**src/rtl/bus_device_endpoint.sv**
```systemverilog
// Device-side endpoint for one parallel-bus interface: packs outgoing words into paced push
// pulses, drains received words into a registered valid/ready output, keeps saturating stats.
module bus_device_endpoint #(
  parameter int              BITS  = 65,
  parameter int              ID    = 0,
  parameter int              ID_W  = 8,
  parameter logic [ID_W-1:0] BCST  = {ID_W{1'b1}},
  parameter int              GAP   = 2,
  parameter int              CNT_W = 16
) (
  input  logic                 clk,
  input  logic                 reset,
  input  logic                 in_valid,
  output logic                 in_ready,
  input  logic [ID_W-1:0]      in_dest,
  input  logic [BITS-ID_W-1:0] in_data,
  output logic                 push,
  output logic [BITS-1:0]      D_push,
  input  logic                 pndng,
  output logic                 pop,
  input  logic [BITS-1:0]      D_pop,
  output logic                 out_valid,
  input  logic                 out_ready,
  output logic [ID_W-1:0]      out_src_dest,
  output logic [BITS-ID_W-1:0] out_data,
  output logic                 out_bcast,
  output logic                 err_self,
  output logic [CNT_W-1:0]     tx_cnt,
  output logic [CNT_W-1:0]     rx_cnt,
  output logic [CNT_W-1:0]     drop_cnt
);

  localparam int               DW       = BITS - ID_W;
  localparam int               GW       = (GAP > 1) ? $clog2(GAP) : 1;
  localparam logic [ID_W-1:0]  OWN_ID   = ID_W'(ID);
  localparam logic [GW-1:0]    GAP_LOAD = GW'(GAP - 1);
  localparam logic [CNT_W-1:0] CNT_MAX  = '1;

  logic [GW-1:0]    gap_cnt_reg;
  logic             run_reg;
  logic             tx_fire;
  logic             tx_self;
  logic             tx_push;
  logic [2:0]       cnt_evt;
  logic [CNT_W-1:0] cnt_reg [0:2];

  assign in_ready = !reset && (gap_cnt_reg == '0);
  assign tx_fire  = in_valid && in_ready;
  // A word addressed to ourselves is dropped, unless our id doubles as the broadcast id.
  assign tx_self  = (in_dest == OWN_ID) && (OWN_ID != BCST);
  assign tx_push  = tx_fire && !tx_self;

  // run_reg keeps pop low in the cycle reset is released.
  assign pop = run_reg && !reset && pndng && (!out_valid || out_ready);

  always_ff @(posedge clk or posedge reset) begin
    if (reset) begin
      run_reg <= 1'b0;
    end else begin
      run_reg <= 1'b1;
    end
  end

  always_ff @(posedge clk or posedge reset) begin
    if (reset) begin
      gap_cnt_reg <= '0;
      push        <= 1'b0;
      D_push      <= '0;
      err_self    <= 1'b0;
    end else begin
      push     <= tx_push;
      err_self <= tx_fire && tx_self;
      if (tx_push) begin
        D_push      <= {in_dest, in_data};
        gap_cnt_reg <= GAP_LOAD;
      end else if (gap_cnt_reg != '0) begin
        gap_cnt_reg <= gap_cnt_reg - 1'b1;
      end
    end
  end

  always_ff @(posedge clk or posedge reset) begin
    if (reset) begin
      out_valid    <= 1'b0;
      out_src_dest <= '0;
      out_data     <= '0;
      out_bcast    <= 1'b0;
    end else if (pop) begin
      out_valid    <= 1'b1;
      out_src_dest <= D_pop[BITS-1 -: ID_W];
      out_data     <= D_pop[DW-1:0];
      out_bcast    <= (D_pop[BITS-1 -: ID_W] == BCST);
    end else if (out_ready) begin
      out_valid    <= 1'b0;
    end
  end

  assign cnt_evt = {tx_fire && tx_self, pop, tx_push};

  always_ff @(posedge clk or posedge reset) begin
    if (reset) begin
      for (int i = 0; i < 3; i++) begin
        cnt_reg[i] <= '0;
      end
    end else begin
      for (int i = 0; i < 3; i++) begin
        if (cnt_evt[i] && (cnt_reg[i] != CNT_MAX)) begin
          cnt_reg[i] <= cnt_reg[i] + 1'b1;
        end
      end
    end
  end

  assign tx_cnt   = cnt_reg[0];
  assign rx_cnt   = cnt_reg[1];
  assign drop_cnt = cnt_reg[2];

endmodule

```
**config.mk**
```make
export PLATFORM = sky130hd
export DESIGN_NAME = bus_device_endpoint
export DESIGN_NICKNAME = d
export VERILOG_FILES = /design/src/rtl/bus_device_endpoint.sv
export SDC_FILE = /design/constraint.sdc
export NUM_CORES = 1
export LEC_CHECK = 0
export CAP_MARGIN = 10
export CELL_PAD_IN_SITES_DETAIL_PLACEMENT = 1
export CELL_PAD_IN_SITES_GLOBAL_PLACEMENT = 1
export CORE_MARGIN = 2
export CORE_UTILIZATION = 35
export CTS_BUF_LIST = sky130_fd_sc_hd__clkbuf_4 sky130_fd_sc_hd__clkbuf_8
export CTS_CLUSTER_DIAMETER = 40
export DETAILED_ROUTE_END_ITERATION = 7
export PLACE_DENSITY = 0.9
export SETUP_SLACK_MARGIN = 0.2
export SLEW_MARGIN = 20
export SYNTH_ARGS = -nofsm -noshare
export SYNTH_HDL_FRONTEND = slang
export SYNTH_SLANG_ARGS = --single-unit
```
**constraint.sdc**
```tcl
create_clock -name clk -period 16.4 [get_ports clk]
set_clock_uncertainty 0.15 [all_clocks]
set_input_delay 2.46 -clock clk [delete_from_list [all_inputs] [get_ports clk]]
set_output_delay 2.46 -clock clk [all_outputs]
set_load 0.05 [all_outputs]
```
; ---- After elaboration in Yosys (flattened, before gate mapping)
; Index checks and enable logic that the tools add are counted.
[classes]
add_sub_neg = 4
mul = 0
div = 0
order_cmp = 0
eq_ne = 4
shifts = 0
muxes = 4
bitwise = 1
n_reduce_logical = 16
[op_table]
columns = cell, count
row1 = "16-bit by 1-bit adder with 16-bit output, second input constant", 3
row2 = "16-bit inequality test, second input constant", 3
row3 = 1-bit logical AND, 10
row4 = "8-bit equality test, second input constant", 1
row5 = 8-bit logical NOT, 1
row6 = 1-bit 2-to-1 mux, 4
row7 = 1-bit logical NOT, 3
row8 = 2-bit nonzero test, 1
row9 = 1-bit logical OR, 1
row10 = 1-bit inverter, 1
row11 = "1-bit subtractor, second input constant", 1
[word_totals]
register_bits = 184
latch_bits = 0
ramBits = 0
mem_bits_ro = 0
input_bits = 135
out_inout_bits = 184
elab_cells = 41
mem_count = 0

; ---- Depth between registers and ports, before layout
; Gate-level depths: netlist of the first run.
[logic_depth]
word_depth = 5
depth_mapped = 8
mapped_depth_nobuf = 6

; ---- Worst setup path after synthesis of the first run
; Ideal clock, no wire load.
[synth_timing]
kind = input -> output
start = in reset
end = out pop
arrival_ps = 3669
required_time_ps = 13790
setup_slack_ps = 10121
cell_stages = 5
path_buffers = 2
cell_sequence = nand3b_1 > nand2b_1 > clkbuf_1 > inv_1 > buf_1
[synth_between]
elab_chain_cells = 4
[synth_rtl]
columns = item, line_no
row1 = from (decl), 12  ; input logic reset,
row2 = 1-bit logical NOT (no source line), -
row3 = 1-bit logical AND (3 in a row), 54  ; assign pop = run_reg && !reset && pndng && (!out_valid || out_ready);
row4 = to (decl), 20  ; output logic pop,
; No other way between the ends.

; ---- Worst setup path after layout of the first run
; Ends and elaborated chain as after synthesis.

==> results of run 1 <==
[kinds of logic (layout without fill, tap and decap cells)]
| family | count (synthesis) | count (layout) | share of synthesized area, % |
|---|---|---|---|
| fa+ha+maj | 3 | 3 | 0.5149 |
| xor+xnor | 40 | 40 | 4.805 |
| buf+inv | 30 | 359 | 1.750 |
| other cells | 1 | 1 | 0.05144 |
| mux | 70 | 70 | 10.81 |
| simple gates | 306 | 306 | 18.16 |
| flops | 183 | 183 | 62.81 |
| compound gates | 11 | 11 | 1.098 |
[metal layers]
metal  GRT usage, %  up-vias  routed length, um
li1               -     2734                  -
met1          22.03     2957               8530
met2          37.96      231              11710
met3          8.282       19               2179
met4          5.810        0                323
met5              0        -                  0
[cell usage in the layout (no fill, tap or decap), types with 3 or more instances in the layout]
master	Yosys	routed
inv_6	0	4
dfrtp_1	183	183
buf_4	1	4
and3_1	7	7
ha_1	3	3
inv_1	6	4
xnor2_1	18	18
xor2_1	22	22
nor3_1	11	11
nor2_1	17	17
and4_1	4	4
or2_2	3	3
nor4_1	4	4
nand3_1	24	24
nand4_1	9	9
clkbuf_8	0	18
mux2_2	70	70
bufinv_16	0	5
clkdlybuf4s50_1	0	318
nand2_1	215	215
[through the flow]
step | setup WS [ps] | hold slack (ps) | area (um2)
after floorplan | 8818 | 342.3 | 7291
after global placement | 8757 | 306.4 | 10750
after detailed placement | 8718 | 314.4 | 10750
after CTS | 8711 | 337.1 | 11220
after global routing | 8606 | 359.3 | 11220
final | 8732 | 332.7 | 11220
[area by class of cell]
cell class                      instances  area, um2
Fill cell                            2173       9146
Sequential cell                       183       4579
Timing Repair Buffer                  322       3213
Multi-Input combinational cell        431       2594
Tap cell                              270      337.8
Clock buffer                           19      255.2
Clock inverter                         12      211.5
Inverter                                6      27.53
[power groups by stage]
stage	clock, mW	combinational [mW]	sequential [mW]
3_3_place_gp	0	0.529	0.571
3_5_place_dp	0	0.538	0.578
4_1_cts	0.371	0.540	0.570
2_1_floorplan	0	0.0838	0.815
5_1_grt	0.386	0.560	0.578
6_report	0.361	0.535	0.569
[worst max path at each step]
stage,to,slack [ps],cells after the start
floorplan,D_push[0],8820,1
global route,pop,8610,6
CTS,pop,8710,6
finish,pop,8730,6
detailed placement,pop,8720,6
global placement,pop,8760,6
[tightest hold or removal path: stages (launching register included)]
cell	delay, ps
dfrtp_1	350
nand2_1	50
nand2_1	50
[cell usage after synthesis (all sizes together)]
cell type and count:
xnor2 18, and3 7, or4 1, and2 1, nand3b 1, o31ai 2, nor4bb 1, o211ai 1
xor2 22, and3b 1, o21a 2, nor2 17, ha 3, mux2 70, and2b 1, and4b 1
nor2b 1, a21oi 3, nand2b 2, nand4 9, nand3 24, nor4 5, clkbuf 8, and4 4
conb 1, or3b 1, o21ai 1, dfrtp 183, or2 3, inv 6, a21o 1, buf 16
nand2 215, a31oi 1, nor3 11
==> flow_summary.json, run 1 <==
{
  "status": "finished, final reports clean",
  "fin_nets": 1099,
  "clockPowerShare_pct": 24.6,
  "grt_pass1_wl_um": 35490,
  "p_sw_mw": 0.5666,
  "yosys_warnings": 0,
  "drv_cap": 0,
  "overflow": 0,
  "dp_hpwl_um": 16730,
  "cp_cell_sequence": "clkdlybuf4s50_1, nand3b_1, nand2b_2, inv_2, buf_4, clkdlybuf4s50_1",
  "reg2regPathDepth": 6,
  "grt_pass1_vias": 6603,
  "core_area_um2": 20360,
  "cp-end-kind": "output pin",
  "yosysSeqAreaShare_pct": 62.81,
  "syn_nets": 782,
  "seq_power_share_pct": 38.8,
  "clock_path_buffers": 2,
  "final_antenna_net_count": 0,
  "dr.pass1.iters": 4,
  "vias": 5941,
  "timing.rr.end": "tx_cnt[13]",
  "rrSetupSlack_ps": 13460,
  "synth_cells": 644,
  "drc": 0,
  "start_util_pct": 35.80,
  "critPathTopFamily": "buffers and inverters",
  "htree_levels": 4,
  "ios": 319,
  "first_iter_violations": 156,
  "power_density_nw_per_um2": 130.5,
  "slew_viol_final": 0,
  "criticalPathCategory": "input port to output pin",
  "drive_above_1_share_pct": 11.82,
  "critPathMostFrequentCell": "clkdlybuf4s50_1",
  "cp.required_ps": 13790,
  "antenna_cells": 0,
  "area_growth_syn_to_layout_pct": 53.87,
  "die_y_um": 148.3,
  "min-delay-start": "out_data[17]",
  "crit_path_start_kind": "input port",
  "hold_end": "out_data[17]",
  "port_buffers": 318,
  "worstSkewPairLatency_ps": 450,
  "slowest_stage": "clkdlybuf4s50_1",
  "fmax_ghz": 0.1304,
  "die_x_um": 148.3,
  "critPathBufInv": 4,
  "cts_inserted_buffers": 17,
  "worst_pin_slew_ps": 1027,
  "maxSlewHeadroom_pct": 31.14,
  "top_regs": "D_push (65), out_data (57)",
  "post_cts_resize_count": 0,
  "comb_power_share_pct": 36.5,
  "cts_root_buf": "clkbuf_8",
  "wl_um": 22750,
  "largest_reg_flops": 65,
  "hold_buffers": 0,
  "routed_via_density": 4.780,
  "cts_tree": "done",
  "slowest_delay_ps": 930,
  "place.gp.congestion": 0.7762,
  "final_core_util_pct": 55.09,
  "fin_crit_sh_pct": 46.75,
  "grt_antenna_before_repair": 0,
  "grt_max_degree": 107,
  "finalPower_mw": 1.464,
  "cp_max_fo": 69,
  "final.setup.tns_ps": 0,
  "switching_share_pct": 38.70,
  "ir_drop_uv": 58.68,
  "finalSetupViolations": 0,
  "post-cts-setup-buffer-count": 0,
  "post_drt_wl_per_cell_um": 18.30,
  "num_rows": 52,
  "intPower_mw": 0.8976,
  "arrival_ps": 5060,
  "grt.total_usage_pct": 20.72,
  "period_needed_ps": 7668,
  "hold_viol_final": 0,
  "hp-class": "flop to flop",
  "ys_ff_latch": 183,
  "leakagePower_nw": 5.003,
  "yosys.area.top_type_share_pct": 62.81,
  "die_area_um2": 22000,
  "dp_cells": 1212,
  "clock_sinks": 183,
  "timing.rr.start": "gap_cnt_reg",
  "yosysUniqueCellTypes": 40,
  "syn_avg_cell_area_um2": 11.32,
  "rsz0062_at_grt": "no",
  "yosys-top-cells-area": "dfrtp_1 (63%), nand2_1 (11%), mux2_2 (11%)",
  "synth_area_um2": 7291,
  "final_cells": 1243,
  "clk_pin_slew_ps": 90,
  "yosys.area.top_type": "dfrtp_1",
  "cp-startpoint": "reset",
  "top_register": "D_push",
  "holdPathStages": 2
}
Note: power is estimated with default switching activity, not from simulation.
==> run 2: changes to the inputs <==
CORE_UTILIZATION = 29   (was 35)
PLACE_DENSITY = 0.8   (was 0.9)
clock period = 6.67 ns   (was 16.4 ns; I/O delays follow)
==> run 2 against run 1 <==
Against the previous run: via count decreased by 0.39%; die area increased by 20%; sequential share of layout area increased by 0.087 points; register-to-register slack got worse by 9500 ps; highest routed layer unchanged; combinational power increased by 140%; global-route usage decreased by 4.1 points; non-clock buffer count unchanged.
==> flow_summary.json, run 2 (synthesized netlist as in run 1, its figures left out) <==
{
  "status": "finished, final reports clean",
  "clock_sinks": 183,
  "worst_pin_slew_ps": 1014,
  "top_regs": "D_push (65), out_data (57)",
  "cp-end-kind": "output pin",
  "place.gp.congestion": 0.7737,
  "min-delay-start": "out_data[33]",
  "largest_reg_flops": 65,
  "timing.rr.start": "drop_cnt[0]",
  "post_cts_resize_count": 0,
  "fin_nets": 1099,
  "crit_path_start_kind": "input port",
  "maxSlewHeadroom_pct": 32.01,
  "htree_levels": 4,
  "layout_common_cells": "clkdlybuf4s50_1 (318), nand2_1 (215), dfrtp_1 (183), mux2_2 (70), nand3_1 (24)",
  "rsz0062_at_grt": "no",
  "top_register": "D_push",
  "antenna_cells": 0,
  "core_area_um2": 24960,
  "start_util_pct": 29.21,
  "drive_above_1_share_pct": 11.82,
  "cp-startpoint": "reset",
  "criticalPathCategory": "input port to output pin",
  "hp-class": "flop to flop",
  "drc": 0,
  "finalSetupViolations": 0,
  "fmax_ghz": 0.2321,
  "area_growth_syn_to_layout_pct": 53.54,
  "dp_hpwl_um": 16610,
  "hold_buffers": 0,
  "cts_inserted_buffers": 17,
  "die_y_um": 162.6,
  "final_cell_area_um2": 11190,
  "power_density_nw_per_um2": 307.3,
  "slew_viol_final": 0,
  "overflow": 0,
  "port_buffers": 318,
  "hold_viol_final": 0,
  "cts_tree": "done",
  "grt_pass1_vias": 6299,
  "arrival_ps": 3160,
  "rrSetupSlack_ps": 3960,
  "vias": 5918,
  "wl_um": 22520,
  "post_drt_wl_per_cell_um": 17.28,
  "ios": 319,
  "reg2regPathDepth": 5,
  "clk_pin_slew_ps": 100,
  "dr.pass1.iters": 4,
  "final_common_cell": "clkdlybuf4s50_1",
  "grt_max_degree": 133,
  "grt_pass1_wl_um": 34380,
  "routed_via_density": 4.542,
  "die_area_um2": 26420,
  "ir_drop_uv": 142.5,
  "hold_end": "out_data[33]",
  "num_rows": 58,
  "hold-worst-slack_ps": 327.4,
  "period_needed_ps": 4308,
  "dp_slack_ps": 2335,
  "clock_path_buffers": 2,
  "final_antenna_net_count": 0,
  "holdPathStages": 2,
  "leakagePower_nw": 4.959,
  "cp.required_ps": 5520,
  "worstSkewPairLatency_ps": 460,
  "final_core_util_pct": 44.84,
  "cp_max_fo": 5,
  "cts_root_buf": "clkbuf_8",
  "timing.rr.end": "drop_cnt[1]",
  "die_x_um": 162.6,
  "fin_crit_sh_pct": 64.59,
  "final.setup.tns_ps": 0,
  "post-cts-setup-buffer-count": 0,
  "setup_ws_ps": 2362,
  "drv_cap": 0,
  "grt.total_usage_pct": 16.64,
  "first_iter_violations": 250,
  "grt_antenna_before_repair": 0,
  "dpl_cell_area_um2": 10830
}
-- run 2: changes by cell type in the layout (fill, tap and decap cells not counted) --
cell,previous run,this run
bufinv_16,5,0
inv_8,1,4
clkinv_4,1,2
inv_6,4,5
-- run 2: worst max-delay path, cell delays in order --
cell	delay, ps
clkdlybuf4s50_1	640
nand3b_1	320
nand2b_2	260
inv_2	120
clkdlybuf4s50_1	810
-- run 2: layout make-up --
| cell class | instances | area, um2 |
|---|---|---|
| Clock buffer | 19 | 255.2 |
| Fill cell | 2737 | 13770 |
| Multi-Input combinational cell | 431 | 2594 |
| Clock inverter | 12 | 110.1 |
| Sequential cell | 183 | 4579 |
| Tap cell | 330 | 412.9 |
| Inverter | 6 | 30.03 |
| Timing Repair Buffer | 322 | 3213 |
-- run 2: how the worst max path moves through the flow --
stage	end	slack, ps	depth (start not counted)
after floorplan	D_push[0]	550	1
after CTS	pop	2320	5
after global routing	pop	2260	5
final	pop	2360	5
after global placement	pop	2350	5
after detailed placement	pop	2340	5
-- run 2: metrics by stage --
stage	instances	total power [mW]
2_1_floorplan	644	2.209
3_3_place_gp	1272	2.713
3_5_place_dp	1272	2.742
4_1_cts	1303	3.491
5_1_grt	1303	3.608
6_report	1303	3.440
-- run 2: routing by layer --
metal,vias up,part of all wire [%],global-route usage (%)
met2,249,48,28.49
met4,0,1.1,4.224
met1,2908,40,18.96
li1,2745,-,-
met5,-,0,0
met3,16,11,7.487
-- run 2: power by group --
group	switching (mW)	internal (mW)	leakage (nW)
registers	0.119	1.28	2.28
clock network	0.444	0.286	0.183
logic	0.850	0.464	2.50
==> run 3: changes to the inputs <==
clock period = 3.5 ns   (was 6.67 ns; I/O delays follow)
==> run 3 against run 2 <==
Against the previous run: clock power increased by 99%; routed wire length decreased by 0.56%; combinational power increased by 90%; worst setup slack got worse by 1700 ps; global-route usage increased by 0.37 points; die area unchanged; via count about the same; register-to-register slack got worse by 3100 ps; cell count increased by 0.46%; largest cell class unchanged.
==> flow_summary.json, run 3 (synthesized netlist as in run 1, its figures left out) <==
{
  "core_area_um2": 24960,
  "grt.total_usage_pct": 17.00,
  "holdPathStages": 2,
  "top_regs": "D_push (65), out_data (57)",
  "ios": 319,
  "cts_inserted_buffers": 17,
  "vias": 5913,
  "cts_tree": "done",
  "hp-class": "flop to flop",
  "drive_above_1_share_pct": 12.46,
  "dr.pass1.iters": 4,
  "grt_antenna_before_repair": 0,
  "critPathTopFamily": "buffers and inverters",
  "fillCellCount": 2711,
  "maxSlewHeadroom_pct": 34.35,
  "grt_pass1_vias": 6384,
  "post_cts_resize_count": 0,
  "overflow": 0,
  "wl_um": 22400,
  "cts_root_buf": "clkbuf_8",
  "slowest_delay_ps": 830,
  "ir_drop_uv": 294.1,
  "grt_max_degree": 121,
  "power_density_nw_per_um2": 585.5,
  "clock_path_buffers": 2,
  "cp_cell_sequence": "clkdlybuf4s50_1, nor2_1, clkdlybuf4s50_1",
  "critPathBufInv": 2,
  "period_needed_ps": 2828,
  "place.gp.congestion": 0.7492,
  "final_core_util_pct": 45.22,
  "die_x_um": 162.6,
  "top_register": "D_push",
  "drv_cap": 0,
  "final_common_cell": "clkdlybuf4s50_1",
  "hold_buffers": 0,
  "layout_common_cells": "clkdlybuf4s50_1 (317), nand2_1 (215), dfrtp_1 (183), mux2_2 (70), nand3_1 (24)",
  "area_growth_syn_to_layout_pct": 54.85,
  "grt_pass1_wl_um": 35000,
  "htree_levels": 4,
  "final_antenna_net_count": 0,
  "finalSetupViolations": 0,
  "hold_viol_final": 0,
  "post_drt_wl_per_cell_um": 17.11,
  "drc": 0,
  "die_area_um2": 26420,
  "cp_max_fo": 4,
  "routed_via_density": 4.517,
  "worstSkewPairLatency_ps": 450,
  "first_iter_violations": 257,
  "rsz0062_at_grt": "no",
  "status": "finished, final reports clean",
  "post-cts-setup-buffer-count": 0,
  "arrival_ps": 2150,
  "largest_reg_flops": 65,
  "cp.depth": 3,
  "cp-end-kind": "output pin",
  "die_y_um": 162.6,
  "port_buffers": 318,
  "clk_pin_slew_ps": 110,
  "final.setup.tns_ps": 0,
  "criticalPathCategory": "input port to output pin",
  "fmax_ghz": 0.3536,
  "clock_sinks": 183,
  "antenna_cells": 0,
  "cp.required_ps": 2820,
  "leakagePower_nw": 5.012,
  "worst_pin_slew_ps": 978.8,
  "slew_viol_final": 0,
  "num_rows": 58,
  "dp_hpwl_um": 16640,
  "reg2regPathDepth": 5,
  "start_util_pct": 29.21,
  "fin_nets": 1104,
  "slowest_stage": "clkdlybuf4s50_1",
  "fin_crit_sh_pct": 80.80,
  "critPathMostFrequentCell": "clkdlybuf4s50_1",
  "crit_path_start_kind": "input port"
}
[run 3: cell count changes in the layout (fill, tap and decap cells not counted), sizes merged]
cell / previous run / this run
buf: 4 / 10
clkdlybuf4s50: 318 / 317
clkinv: 2 / 6
clkinvlp: 2 / 1
inv: 14 / 12
[run 3: through the flow]
stage	total power, mW	hold WS, ps	worst slack [ps]	cells	instance area [um2]
final	6.611	335.1	671.9	1309	11290
after global placement	5.173	306.4	522.7	1277	10900
after floorplan	4.211	342.3	474.5	644	7295
after detailed placement	5.225	312.5	485.3	1277	10900
after CTS	6.711	339.4	622.1	1309	11290
after global routing	6.951	364.5	597.2	1309	11290
[run 3: worst paths after layout]
path                         startpoint            to  slack, ps
max in group asynchronous         reset  out_data[50]       1880
min reg2reg                out_data[11]  out_data[11]        340
max reg2reg                 drop_cnt[0]   drop_cnt[1]        830
min                        out_data[11]  out_data[11]        340
min in group asynchronous         reset   gap_cnt_reg        650
max                               reset      in_ready        670
[run 3: routing by layer]
| layer | up-vias | wire length (um) | global-route usage [%] |
|---|---|---|---|
| met5 | - | 0 | 0 |
| met4 | 0 | 204 | 3.942 |
| met3 | 10 | 2312 | 7.385 |
| met2 | 241 | 10810 | 28.65 |
| met1 | 2904 | 9072 | 20.10 |
| li1 | 2758 | - | - |
[run 3: final cells by class]
cell class	instances	area, um2	area share, %
multi-input cells	431	2594	22.97
well taps	330	412.9	3.657
repair buffers	327	3286	29.10
clock inverters	13	130.1	1.153
inverters	6	26.28	0.2327
flip-flops and latches	183	4579	40.56
clock buffers	19	261.5	2.316
[run 3: report_power, final]
part	leakage, nW	total (mW)	internal (mW)	switching, mW
Clock	0.203	1.45	0.570	0.885
Sequential	2.28	2.66	2.43	0.227
Combinational	2.53	2.49	0.890	1.60
[run 3: worst register-to-register path: cells and delay by family, from the launching register on]
kind	cells	cell delay, ps
AO/OA/AOI/OAI	1	790
adder cells (fa/ha/maj)	1	230
flip-flops	1	450
multiplexers	1	420
AND/OR/NAND/NOR	2	530
